<file path="config.mk">
export PLATFORM = sky130hd
export DESIGN_NAME = rom_arbiter
export DESIGN_NICKNAME = d
export VERILOG_FILES = /design/src/rtl/rom_arbiter.sv
export SDC_FILE = /design/constraint.sdc
export NUM_CORES = 1
export LEC_CHECK = 0
export BUFFER_PORTS_ARGS = -buffer_cell sky130_fd_sc_hd__buf_2
export CORE_MARGIN = 8
export CORE_UTILIZATION = 48
export DETAILED_ROUTE_END_ITERATION = 16
export PLACE_DENSITY = 0.83
export SKIP_LAST_GASP = 1
export SYNTH_ARGS = -nofsm -noshare
export SYNTH_HDL_FRONTEND = slang
export SYNTH_SLANG_ARGS = --single-unit
</file>
<file path="constraint.sdc">
create_clock -name i_clk -period 4.87 [get_ports i_clk]
set_input_delay 0.2435 -clock i_clk [delete_from_list [all_inputs] [get_ports i_clk]]
set_output_delay 0.2435 -clock i_clk [all_outputs]
set_load 0.05 [all_outputs]
</file>
<file path="src/rtl/rom_arbiter.sv">
// Shares one combinational ROM between IF and DM readers; IF has priority, DM is forced after STARVE_MAX IF wins.
// Latency 1 (grant N -> valid N+1); losers wait with req held, no internal buffering.
module rom_arbiter #(
  parameter int DATA_WIDTH = 32,
  parameter int ADDR_WIDTH = 32,
  parameter int ROM_BLOCK  = 1024,
  parameter int STARVE_MAX = 4
) (
  input  logic                  i_clk,
  input  logic                  i_rst,
  input  logic                  i_if_req,
  input  logic [ADDR_WIDTH-1:0] i_if_addr,
  output logic                  o_if_gnt,
  output logic                  o_if_valid,
  output logic [DATA_WIDTH-1:0] o_if_data,
  output logic                  o_if_err,
  input  logic                  i_dm_req,
  input  logic [ADDR_WIDTH-1:0] i_dm_addr,
  output logic                  o_dm_gnt,
  output logic                  o_dm_valid,
  output logic [DATA_WIDTH-1:0] o_dm_data,
  output logic                  o_dm_err,
  output logic [ADDR_WIDTH-1:0] o_rom_addr,
  input  logic [DATA_WIDTH-1:0] i_rom_data
);

  localparam int CW = $clog2(STARVE_MAX + 1);
  localparam logic [ADDR_WIDTH:0] ROM_LIMIT = (ADDR_WIDTH + 1)'(ROM_BLOCK);
  localparam logic [CW-1:0] CNT_LAST = CW'(STARVE_MAX - 1);

  typedef enum logic {IF_PRIO, DM_FORCE} state_t;

  state_t                state;
  logic [CW-1:0]         starve_cnt;
  logic                  if_gnt;
  logic                  dm_gnt;
  logic                  addr_err;
  logic [ADDR_WIDTH-1:0] rom_addr;

  logic                  if_valid_q;
  logic                  if_err_q;
  logic [DATA_WIDTH-1:0] if_data_q;
  logic                  dm_valid_q;
  logic                  dm_err_q;
  logic [DATA_WIDTH-1:0] dm_data_q;

  always_comb begin
    if_gnt = 1'b0;
    dm_gnt = 1'b0;
    if (!i_rst) begin
      if (state == DM_FORCE) begin
        dm_gnt = i_dm_req;
        if_gnt = i_if_req && !i_dm_req;
      end else begin
        if_gnt = i_if_req;
        dm_gnt = i_dm_req && !i_if_req;
      end
    end
  end

  assign rom_addr = if_gnt ? i_if_addr : (dm_gnt ? i_dm_addr : '0);
  // Widened compare so large addresses never alias back into the ROM range
  assign addr_err = {1'b0, rom_addr} >= ROM_LIMIT;

  always_ff @(posedge i_clk) begin
    if (i_rst) begin
      state      <= IF_PRIO;
      starve_cnt <= '0;
      if_valid_q <= 1'b0;
      if_err_q   <= 1'b0;
      if_data_q  <= '0;
      dm_valid_q <= 1'b0;
      dm_err_q   <= 1'b0;
      dm_data_q  <= '0;
    end else begin
      if_valid_q <= if_gnt;
      if_err_q   <= if_gnt && addr_err;
      dm_valid_q <= dm_gnt;
      dm_err_q   <= dm_gnt && addr_err;
      if (if_gnt) if_data_q <= addr_err ? '0 : i_rom_data;
      if (dm_gnt) dm_data_q <= addr_err ? '0 : i_rom_data;

      state <= IF_PRIO;
      if (dm_gnt || !i_dm_req) begin
        starve_cnt <= '0;
      end else if (if_gnt) begin
        if (starve_cnt == CNT_LAST) begin
          starve_cnt <= '0;
          state      <= DM_FORCE;
        end else begin
          starve_cnt <= starve_cnt + 1'b1;
        end
      end
    end
  end

  // Responses registered before reset asserted must not leak out during reset
  assign o_if_gnt   = if_gnt;
  assign o_dm_gnt   = dm_gnt;
  assign o_rom_addr = rom_addr;
  assign o_if_valid = if_valid_q && !i_rst;
  assign o_if_err   = if_err_q && !i_rst;
  assign o_if_data  = i_rst ? '0 : if_data_q;
  assign o_dm_valid = dm_valid_q && !i_rst;
  assign o_dm_err   = dm_err_q && !i_rst;
  assign o_dm_data  = i_rst ? '0 : dm_data_q;

endmodule

</file>
-- Word level (Yosys, flattened, before mapping)
Index checks and enable logic that the tools add are counted.
- bits in registers: 72
- output and inout port bits: 102
- equal/unequal tests: 1
- reduce and logical (&&, ||, !) cells: 14
- bitwise operators: 1
- muxes and demuxes: 11
- add/subtract/negate cells: 1
- magnitude comparators: 1
- operators with widths (operator ; number):
    32-bit 2-to-1 mux ; 5
    32-bit by 11-bit >= comparator with 1-bit output (second input constant) ; 1
    1-bit logical AND ; 8
    1-bit 2-to-1 mux ; 5
    3-bit by 1-bit adder with 3-bit output (second input constant) ; 1
    3-bit by 2-bit equality test with 1-bit output (second input constant) ; 1
    1-bit zero test ; 3
    3-bit 2-to-1 mux ; 1
    3-bit OR reduction ; 1
    2-bit OR reduction ; 1
    1-bit logical OR ; 1
    1-bit inverter ; 1

-- Depth between registers and ports, before layout
Gate-level depths: netlist (run 1).
- word-level depth: 8
- mapped depth: 10

-- Least setup slack after synthesis (run 1)
Ideal clock, no wire load.
- path kind: in2out
- start point: in i_dm_req
- end point: out o_rom_addr[0]
- arrival time: 2525 ps
- stages on the path: 7
- buffers on the path: 4
- path slack: 2101 ps
- cells stage by stage: buf_2 -> a21boi_2 -> buf_2 -> nor2b_1 -> clkbuf_1 -> clkbuf_1 -> a22o_1
- cells in the longest elaborated chain, start to end: 5
- elaborated cells on any way between the ends: 9
- RTL lines (element ; RTL line ; source):
    from (decl) ; 17 ; input logic i_dm_req,
    1-bit zero test ; 53 ; if_gnt = i_if_req && !i_dm_req;
    1-bit logical AND ; 53 ;
    1-bit 2-to-1 mux ; 51 ; if (state == DM_FORCE) begin
    1-bit 2-to-1 mux ; 50 ; if (!i_rst) begin
    named net o_if_gnt ; 13 ; output logic o_if_gnt,
    32-bit 2-to-1 mux ; 61 ; assign rom_addr = if_gnt ? i_if_addr : (dm_gnt ? i_dm_addr : '0);
    to (decl) ; 23 ; output logic [ADDR_WIDTH-1:0] o_rom_addr,
The timed path passes the listed nets, and every way through them passes these cells.

-- Worst setup path in the final report (run 1)
- start point: reg state
- end point: out o_rom_addr[6]
- cells in the longest elaborated chain, start to end: 4
- elaborated cells on any way between the ends: 6
- RTL lines (element ; RTL line ; source):
    from (decl) ; 33 ; state_t state;
    from (signal assigned) ; 67 ; state <= IF_PRIO;
    from (signal assigned) ; 83 ; state <= IF_PRIO;
    from (signal assigned) ; 89 ; state <= DM_FORCE;
    1-bit 2-to-1 mux ; 51 ;
    1-bit 2-to-1 mux ; 50 ;
    32-bit 2-to-1 mux ; 61 ;
    32-bit 2-to-1 mux * ; 61 ;
Every way passes the cells marked *; elsewhere a longest branch is shown, timed or not.

==> results.yml, run 1 <==
timing:
  finalSetupTns_ns: 0
  fmaxAchievable_mhz: 304
  finalHoldViolations: 0
  drv_slew: 0
  tightestPinTransition_ns: 1.24
  relSlewSlack_pct: 17.1
  fin_ws_ns: 1.58
  setup_viol: 0
  skew_ns: 0.00828
  fin_crit_ns: 3.29
  period_share_pct: 67.5
  rsz0062_at_grt: "false"
worst_setup_path:
  critPathRequiredTime_ns: 4.63
  crit_fanout: 51
  crit_arrival_ns: 3.04
  cp-start-kind: "flip-flop"
  path_class: "flip-flop to output pin"
  critPathCaptureType: "output pin"
power:
  internal-power_mw: 0.951
  switching_power_mw: 0.383
  combPwrFrac_pct: 17.9
  p_leak_nw: 2.91
  clkPwrFrac_pct: 37.6
  p_seq_share_pct: 44.5
  power_mw: 1.33
  switching_share_pct: 28.7
  ir_worst_vdd_v: 0.000183
  powerDensity_nw_per_um2: 275
global_route:
  grt_use_met2_pct: 36.0
  grt_pass1_wl_um: 17900
  grt_max_degree: 67
  grt_usage_pct: 21.2
  antenna_found_initial: 1
  overflow: 0
  grtUsageMet1_pct: 23.0
  grt_pass1_vias: 3704
  grt_busiest_layer: "met2"
  met3_usage_pct: 8.50
layout:
  nets: 664
  final_layout_size_suffix_gt1_share_pct: 40.0
  areaGrowthSynthToFinish_pct: 32.2
  layout_common_cells: "201 x buf_2, 135 x nor2b_1, 72 x dfxtp_1, 64 x a41o_1, 24 x nor2_1"
  final_common_cell: "buf_2"
  utilization_pct: 64.0
  fin_cells: 671
  n_fill_cell: 675
outcome:
  outcome: "finished clean"
die:
  dieHeight_um: 103
  num_io_pins: 202
  initial_core_util_pct: 48.4
  fp.dieW_um: 103
  coreArea_um2: 7570
  rows: 32
  die-area_um2: 10700
synth:
  syn_nets: 495
  syn_avg_cell_area_um2: 9.30
  syn_inst: 394
  syn_area_um2: 3670
  yosys_warnings: 0
  async_reset_ff_share_pct: 0
  synth_edf_count: 0
  synth.distinct_cells: 23
  ys.flop_type: "dfxtp_1"
  yosys_register_bits: 72
  seq_area_frac_synth_pct: 39.3
job:
  drv_cap: 0
clock_network:
  cts.path.max_buffers: 2
  cts_sinks: 72
  root_buffer: "clkbuf_8"
  numCtsBuffers: 9
  path_clk_slew_ns: 0.07
  clock_latency_ns: 0.34
  htreeDepth: 3
  ctsHoldBuffers: 0
  cts_resized: 0
  post_cts_buffers: 0
  cts_tree: "done"
routing:
  post_drt_wl_per_cell_um: 17.6
  viasPerCell: 5.56
  firstDrtPassIters: 4
  finalWirelength_um: 11800
  vias: 3731
  drt_iter0_drc: 139
  drc: 0
  antenna_left: 0
min_path:
  holdCritPathClass: "primary input to flip-flop"
place:
  placed_cells: 654
  place.port_buffers: 201
  place_worst_setup_slack_ns: 1.67
  dpl.hpwl_um: 8410
  gp_congestion: 0.803
-- logic make-up after synthesis --
group | share of synthesized area (%)
DFF | 39.3
and+or+nand+nor | 28.0
buffers and inverters | 6.48
AOI/OAI and AO/OA | 25.8
adders and majority gates | 0.341
-- worst paths after layout --
check	start	endpoint	slack [ns]	cells past startpoint
worst max-delay path	state$_SDFF_PP0_	o_rom_addr[6]	1.58	5
worst min-delay path	i_rom_data[10]	dm_data_q[10]$_SDFFE_PP0N_	0.15	2
worst max register to register	state$_SDFF_PP0_	if_data_q[14]$_SDFFE_PP0P_	1.68	6
worst min register to register	starve_cnt[0]$_SDFFE_PP0P_	starve_cnt[0]$_SDFFE_PP0P_	0.43	1
-- power groups by stage --
stage                     sequential, mW  combinational (mW)  clock, mW
final                              0.594               0.239      0.501
after floorplan                    0.607               0.165          0
after CTS                          0.594               0.238      0.512
after detailed placement           0.607               0.238          0
after global placement             0.607               0.234          0
after global routing               0.594               0.255      0.536
-- worst max-delay path: stages (launching register included) --
cell	delay, ns
dfxtp_1	0.34
nand2b_1	0.67
nand2_1	0.23
nor2_4	0.91
a22o_1	0.27
buf_2	0.27
-- through the flow --
step	hold WS, ns	instance area, µm²
2_1_floorplan	0.395	3670
3_3_place_gp	0.415	4630
3_5_place_dp	0.427	4630
4_1_cts	0.137	4840
5_1_grt	0.138	4850
6_report	0.149	4850
-- flip-flops by register name, summed over array words and instances (netlist names) --
signal / flops
dm_data_q: 32
if_data_q: 32
starve_cnt: 3
dm_err_q: 1
dm_valid_q: 1
if_err_q: 1
if_valid_q: 1
state: 1
-- routing by layer --
layer	share of wire, %	routed length (µm)
met5	0	0
met1	39	4560
met3	12	1400
met4	2.0	241
met2	48	5620
-- cell type report --
type | count | area [µm²] | area share, %
multi-input cells | 273 | 2010 | 41.5
flip-flops and latches | 72 | 1440 | 29.7
repair buffers | 206 | 1040 | 21.5
clock buffers | 14 | 183 | 3.77
well taps | 102 | 128 | 2.63
clock inverters | 2 | 35.0 | 0.723
inverters | 1 | 3.75 | 0.0775
diodes | 1 | 2.50 | 0.0516
-- synthesized netlist by cell type, types with 2 or more instances --
master	number	area (µm²)
a21boi_1	2	15.0
a22o_1	10	87.6
a32oi_1	22	193
a41o_1	64	641
buf_2	13	65.1
buf_4	2	15.0
buf_6	4	45.0
clkbuf_1	29	109
dfxtp_1	72	1440
nor2_1	25	93.8
nor2b_1	136	851
nor4_1	4	25.0
Power figures use the tool's default switching activity.
==> inputs of run 2 (changes only) <==
Settings changed: ABC_AREA from default to 1, CORE_UTILIZATION 48 to 41, PLACE_DENSITY 0.83 to 0.75.
Clock period 4.87 ns to 2.7 ns, I/O delays scaled along.
==> run 2 against run 1 <==
Effect of this change:
- wire length rose by 1.5%
- critical endpoint is now o_rom_addr[0]
- count of clock-buffer cells in the layout fell by 3
- area after synthesis rose by 3.2%
- die area rose by 17%
- critical path depth rose by 1
- sequential share of layout area fell by 0.54 points
- worst hold slack got worse by 0.065 ns
- first-iteration DRC count rose by 77%
- clock power rose by 65%
- global-route usage fell by 2.4 points
- total power rose by 110%
- design area rose by 1.8%
==> results.yml, run 2 <==
outcome:
  outcome: "finished clean"
timing:
  hold_ws_ns: 0.0840
  fin_crit_ns: 2.49
  fmaxAchievable_mhz: 401
  drv_slew: 0
  finalHoldViolations: 0
  period_share_pct: 92.3
  rsz0062_at_grt: "false"
  finalSetupTns_ns: 0
  tightestPinTransition_ns: 0.748
  skew_ns: 0.00534
  relSlewSlack_pct: 50.1
  setup_viol: 0
job:
  drv_cap: 0
synth:
  yosysMostFrequentCell: "nor2_1"
  yosys.area.top_type: "dfxtp_1"
  synthTopCellsByArea: "dfxtp_1 38%, nor2_1 14%, nand4_2 9.6%"
  synth.cells.most_frequent: "143 x nor2_1, 86 x inv_1, 72 x dfxtp_1"
  async_reset_ff_share_pct: 0
  syn_inst: 533
  synth.distinct_cells: 25
  ys.flop_type: "dfxtp_1"
  syn_nets: 634
  yosys_register_bits: 72
  synth_edf_count: 0
  yosysTopAreaCellShare_pct: 38.1
  syn_avg_cell_area_um2: 7.10
  yosys_warnings: 0
  seq_area_frac_synth_pct: 38.1
  syn_area_um2: 3780
clock_network:
  cts_resized: 0
  cts_tree: "done"
  cts_sinks: 72
  htreeDepth: 3
  numCtsBuffers: 9
  root_buffer: "clkbuf_8"
  cts.path.max_buffers: 2
  post_cts_buffers: 0
  ctsHoldBuffers: 0
  clock_latency_ns: 0.33
  path_clk_slew_ns: 0.07
die:
  dieHeight_um: 112
  die-area_um2: 12600
  num_io_pins: 202
  fp.dieW_um: 112
  rows: 35
  initial_core_util_pct: 41.5
  coreArea_um2: 9110
global_route:
  overflow: 0
  grt_pass1_vias: 4028
  grt_usage_pct: 18.8
  grt_pass1_wl_um: 19500
  grt_max_degree: 77
  antenna_found_initial: 0
routing:
  finalWirelength_um: 12000
  drt_iter0_drc: 246
  post_drt_wl_per_cell_um: 14.5
  antenna_left: 0
  viasPerCell: 4.91
  drc: 0
  firstDrtPassIters: 4
  vias: 4061
worst_setup_path:
  critical_path.max_stage_delay_ns: 0.55
  crit_fanout: 76
  cp-start-kind: "flip-flop"
  slowest_stage: "buf_4"
  crit_chain: "nand2_2, nand2_2, inv_2, buf_4, a22o_1, buf_2"
  critPathRequiredTime_ns: 2.57
  cpMostUsedCell: "nand2_2"
  path_class: "flip-flop to output pin"
  critPathCaptureType: "output pin"
  crit_arrival_ns: 2.36
power:
  clkPwrFrac_pct: 29.2
  p_seq_share_pct: 41.0
  switching_share_pct: 36.5
  internal-power_mw: 1.80
  combPwrFrac_pct: 29.8
  ir_worst_vdd_v: 0.000307
  switching_power_mw: 1.04
  p_leak_nw: 2.71
  powerDensity_nw_per_um2: 576
layout:
  areaGrowthSynthToFinish_pct: 30.4
  nets: 813
  n_fill_cell: 887
  stdcell_area_um2: 4930
  antennaDiodeCount: 0
  layout_common_cells: "201 x buf_2, 143 x nor2_1, 86 x inv_1, 72 x dfxtp_1, 64 x a21oi_1"
  regArea_um2: 1440
  multiInputGateArea_um2: 1770
  final_common_cell: "buf_2"
  utilization_pct: 54.2
  reg.largest.list: "dm_data_q x32, if_data_q x32, starve_cnt x3"
  final_layout_size_suffix_gt1_share_pct: 36.6
place:
  gp_congestion: 0.906
  dpl.hpwl_um: 8770
  placed_cell_area_um2: 4750
  place.port_buffers: 201
min_path:
  holdCritPathClass: "primary input to flip-flop"
[run 2: cell count changes in the layout (fill, tap and decap cells not counted), sizes merged, moves of 31 or more]
cell	before	now
nor2	25	148
nand3	0	35
a21oi	0	64
nand4	0	33
inv	1	88
a41o	64	0
nand2	1	32
nor2b	136	0
[run 2: critical path, delay by kind of cell (launching register included)]
kind            cells  cell delay (ns)
compound gates      1             0.27
buf+inv             3             0.94
flops               1             0.32
simple gates        2             0.44
[run 2: kinds of logic (layout without fill, tap and decap cells)]
logic type               Yosys count  in the layout  share of synthesized area (%)
AND/OR/NAND/NOR                  250            250                           34.4
buffers and inverters            128            311                           15.2
AO/OA/AOI/OAI                     82             82                           11.9
flip-flops                        72             72                           38.1
adder cells (fa/ha/maj)            1              1                          0.331
[run 2: layer usage]
| layer | wire (µm) | vias to the layer above | share of wire, % | track usage (%) |
|---|---|---|---|---|
| met2 | 5950 | 144 | 50 | 32.4 |
| li1 | - | 2049 | - | - |
| met4 | 321 | 0 | 2.7 | 8.81 |
| met5 | 0 | - | 0 | 0 |
| met3 | 652 | 25 | 5.4 | 3.70 |
| met1 | 5080 | 1843 | 42 | 22.0 |
[run 2: area by class of cell]
class                   count  share of cell area, %
flip-flops and latches     72                   29.2
clock buffers              11                   2.87
multi-input cells         333                   35.8
inverters                  88                   6.69
well taps                 111                   2.81
repair buffers            208                   21.7
clock inverters             4                  0.913
[run 2: power by group through the flow]
stage / Sequential [mW] / Clock, mW / Combinational (mW)
detailed placement: 1.19 / 0 / 0.844
global route: 1.17 / 0.906 / 0.910
floorplan: 1.18 / 0 / 0.645
global placement: 1.19 / 0 / 0.834
CTS: 1.17 / 0.854 / 0.846
finish: 1.17 / 0.829 / 0.846
[run 2: metrics by stage]
stage	power (mW)	setup slack [ns]	instances
floorplan	1.83	0.550	533
global placement	2.02	0.584	812
detailed placement	2.03	0.514	812
CTS	2.87	0.196	827
global route	2.99	0.0361	827
finish	2.84	0.209	827
[run 2: path summary, 6_finish.rpt]
check                                                 from                          to  slack, ns  depth (start not counted)
worst max-delay path                      state$_SDFF_PP0_               o_rom_addr[0]       0.21                          6
worst min register to register  starve_cnt[0]$_SDFFE_PP0P_  starve_cnt[0]$_SDFFE_PP0P_       0.45                          1
worst min-delay path                         i_rom_data[7]   dm_data_q[7]$_SDFFE_PP0N_       0.08                          3
worst max register to register            state$_SDFF_PP0_  if_data_q[13]$_SDFFE_PP0P_       0.47                         10
==> inputs of run 3 (changes only) <==
Settings changed: ABC_AREA 1 to default, CORE_UTILIZATION 41 to 40, PLACE_DENSITY 0.75 to 0.74.
==> run 3 against run 2 <==
Effect of this change:
- via count down 7.2%
- setup slack worse by 0.072 ns
- die area decreased by 0.59%
- global-route usage fell by 0.78 points
- critical path depth increased by 2
- sequential power is 9% lower
- critical endpoint is now dm_data_q[20]$_SDFFE_PP0N_
==> results.yml, run 3 (synthesized netlist as in run 1, its figures left out) <==
worst_setup_path:
  critical_path.max_stage_delay_ns: 0.41
  critPathTopFamily: "simple AND/OR/NAND/NOR gates"
  critPathBufInv: 2
  slowest_stage: "nor4_2"
  r2r_slack_ns: 0.14
  path_class: "flip-flop to flip-flop"
  crit_chain: "nand2b_1, buf_4, a32oi_1, nor2_1, nor4_2, and4_2, buf_12, a41o_1"
  crit_fanout: 66
  crit_arrival_ns: 2.84
  cp-start-kind: "flip-flop"
  critPathCaptureType: "flip-flop"
  critPathRequiredTime_ns: 2.98
clock_network:
  htreeDepth: 3
  cts_sinks: 72
  root_buffer: "clkbuf_8"
  numCtsBuffers: 9
  clock_latency_ns: 0.34
  cts_resized: 0
  cts_tree: "done"
  path_clk_slew_ns: 0.08
  ctsHoldBuffers: 0
  post_cts_buffers: 0
  cts.path.max_buffers: 2
power:
  clkPwrFrac_pct: 35.6
  p_seq_share_pct: 45.1
  switching_power_mw: 0.716
  internal-power_mw: 1.66
  switching_share_pct: 30.2
  p_leak_nw: 2.94
  power_mw: 2.37
  combPwrFrac_pct: 19.3
  ir_worst_vdd_v: 0.000227
  powerDensity_nw_per_um2: 479
die:
  rows: 35
  coreArea_um2: 9060
  num_io_pins: 202
  initial_core_util_pct: 40.4
  dieHeight_um: 112
  fp.dieW_um: 112
  die-area_um2: 12500
timing:
  drv_slew: 0
  finalHoldViolations: 0
  relSlewSlack_pct: 59.6
  rsz0062_at_grt: "false"
  hold_ws_ns: 0.0471
  period_share_pct: 94.9
  tightestPinTransition_ns: 0.605
  skew_ns: 0.0110
  setup_viol: 0
  fin_crit_ns: 2.56
  fmaxAchievable_mhz: 390
  finalSetupTns_ns: 0
routing:
  viasPerCell: 5.50
  antenna_left: 0
  post_drt_wl_per_cell_um: 17.2
  firstDrtPassIters: 4
  drt_iter0_drc: 244
  vias: 3770
  drc: 0
  finalWirelength_um: 11800
place:
  place.port_buffers: 201
  gp_congestion: 0.915
  dpl.hpwl_um: 8500
min_path:
  holdCritPathClass: "primary input to flip-flop"
global_route:
  grt_max_degree: 77
  antenna_found_initial: 0
  overflow: 0
  grt_pass1_wl_um: 18800
  grt_pass1_vias: 3753
  grt_usage_pct: 18.0
layout:
  final_layout_size_suffix_gt1_share_pct: 40.9
  final_common_cell: "buf_2"
  areaGrowthSynthToFinish_pct: 35.0
  layout_common_cells: "201 x buf_2, 135 x nor2b_1, 72 x dfxtp_1, 64 x a41o_1, 24 x nor2_1"
  reg.largest.list: "dm_data_q x32, if_data_q x32, starve_cnt x3"
  nets: 670
  antennaDiodeCount: 0
outcome:
  outcome: "finished clean"
job:
  drv_cap: 0
[run 3: cell type report]
cell class | count | area [µm²]
clock buffer | 11 | 141
clock inverter | 5 | 56.3
sequential | 72 | 1440
multi-input combinational | 273 | 2030
inverter | 1 | 3.75
tap | 111 | 139
timing repair buffer | 212 | 1140
fill | 854 | 4120
[run 3: worst paths after layout]
| check | cells after the start | endpoint | start |
|---|---|---|---|
| setup / recovery | 8 | dm_data_q[20]$_SDFFE_PP0N_ | state$_SDFF_PP0_ |
| hold / removal | 2 | dm_data_q[11]$_SDFFE_PP0N_ | i_rom_data[11] |
| setup reg to reg | 8 | dm_data_q[20]$_SDFFE_PP0N_ | state$_SDFF_PP0_ |
| hold reg to reg | 1 | starve_cnt[0]$_SDFFE_PP0P_ | starve_cnt[0]$_SDFFE_PP0P_ |
[run 3: per-stage QoR]
step / setup WS, ns / cell area, µm² / std cells / utilization (%)
2_1_floorplan: 0.0520 / 3670 / 394 / -
4_1_cts: 0.0146 / 4930 / 685 / 54.4
6_report: 0.137 / 4950 / 685 / 54.6
3_3_place_gp: 0.0778 / 4730 / 669 / 52.2
3_5_place_dp: 0.0416 / 4730 / 669 / 52.2
5_1_grt: 0.0171 / 4950 / 685 / 54.6
[run 3: power groups by stage]
stage	Clock (mW)	Sequential, mW	Combinational (mW)
global placement	0	1.10	0.447
floorplan	0	1.10	0.297
CTS	0.869	1.07	0.455
finish	0.844	1.07	0.458
global route	0.909	1.07	0.489
detailed placement	0	1.10	0.453
[run 3: layer usage]
metal / track usage [%] / part of all wire [%]
met5: 0 / 0
met4: 6.38 / 2.0
met3: 6.98 / 8.9
met2: 29.6 / 47
met1: 20.9 / 43
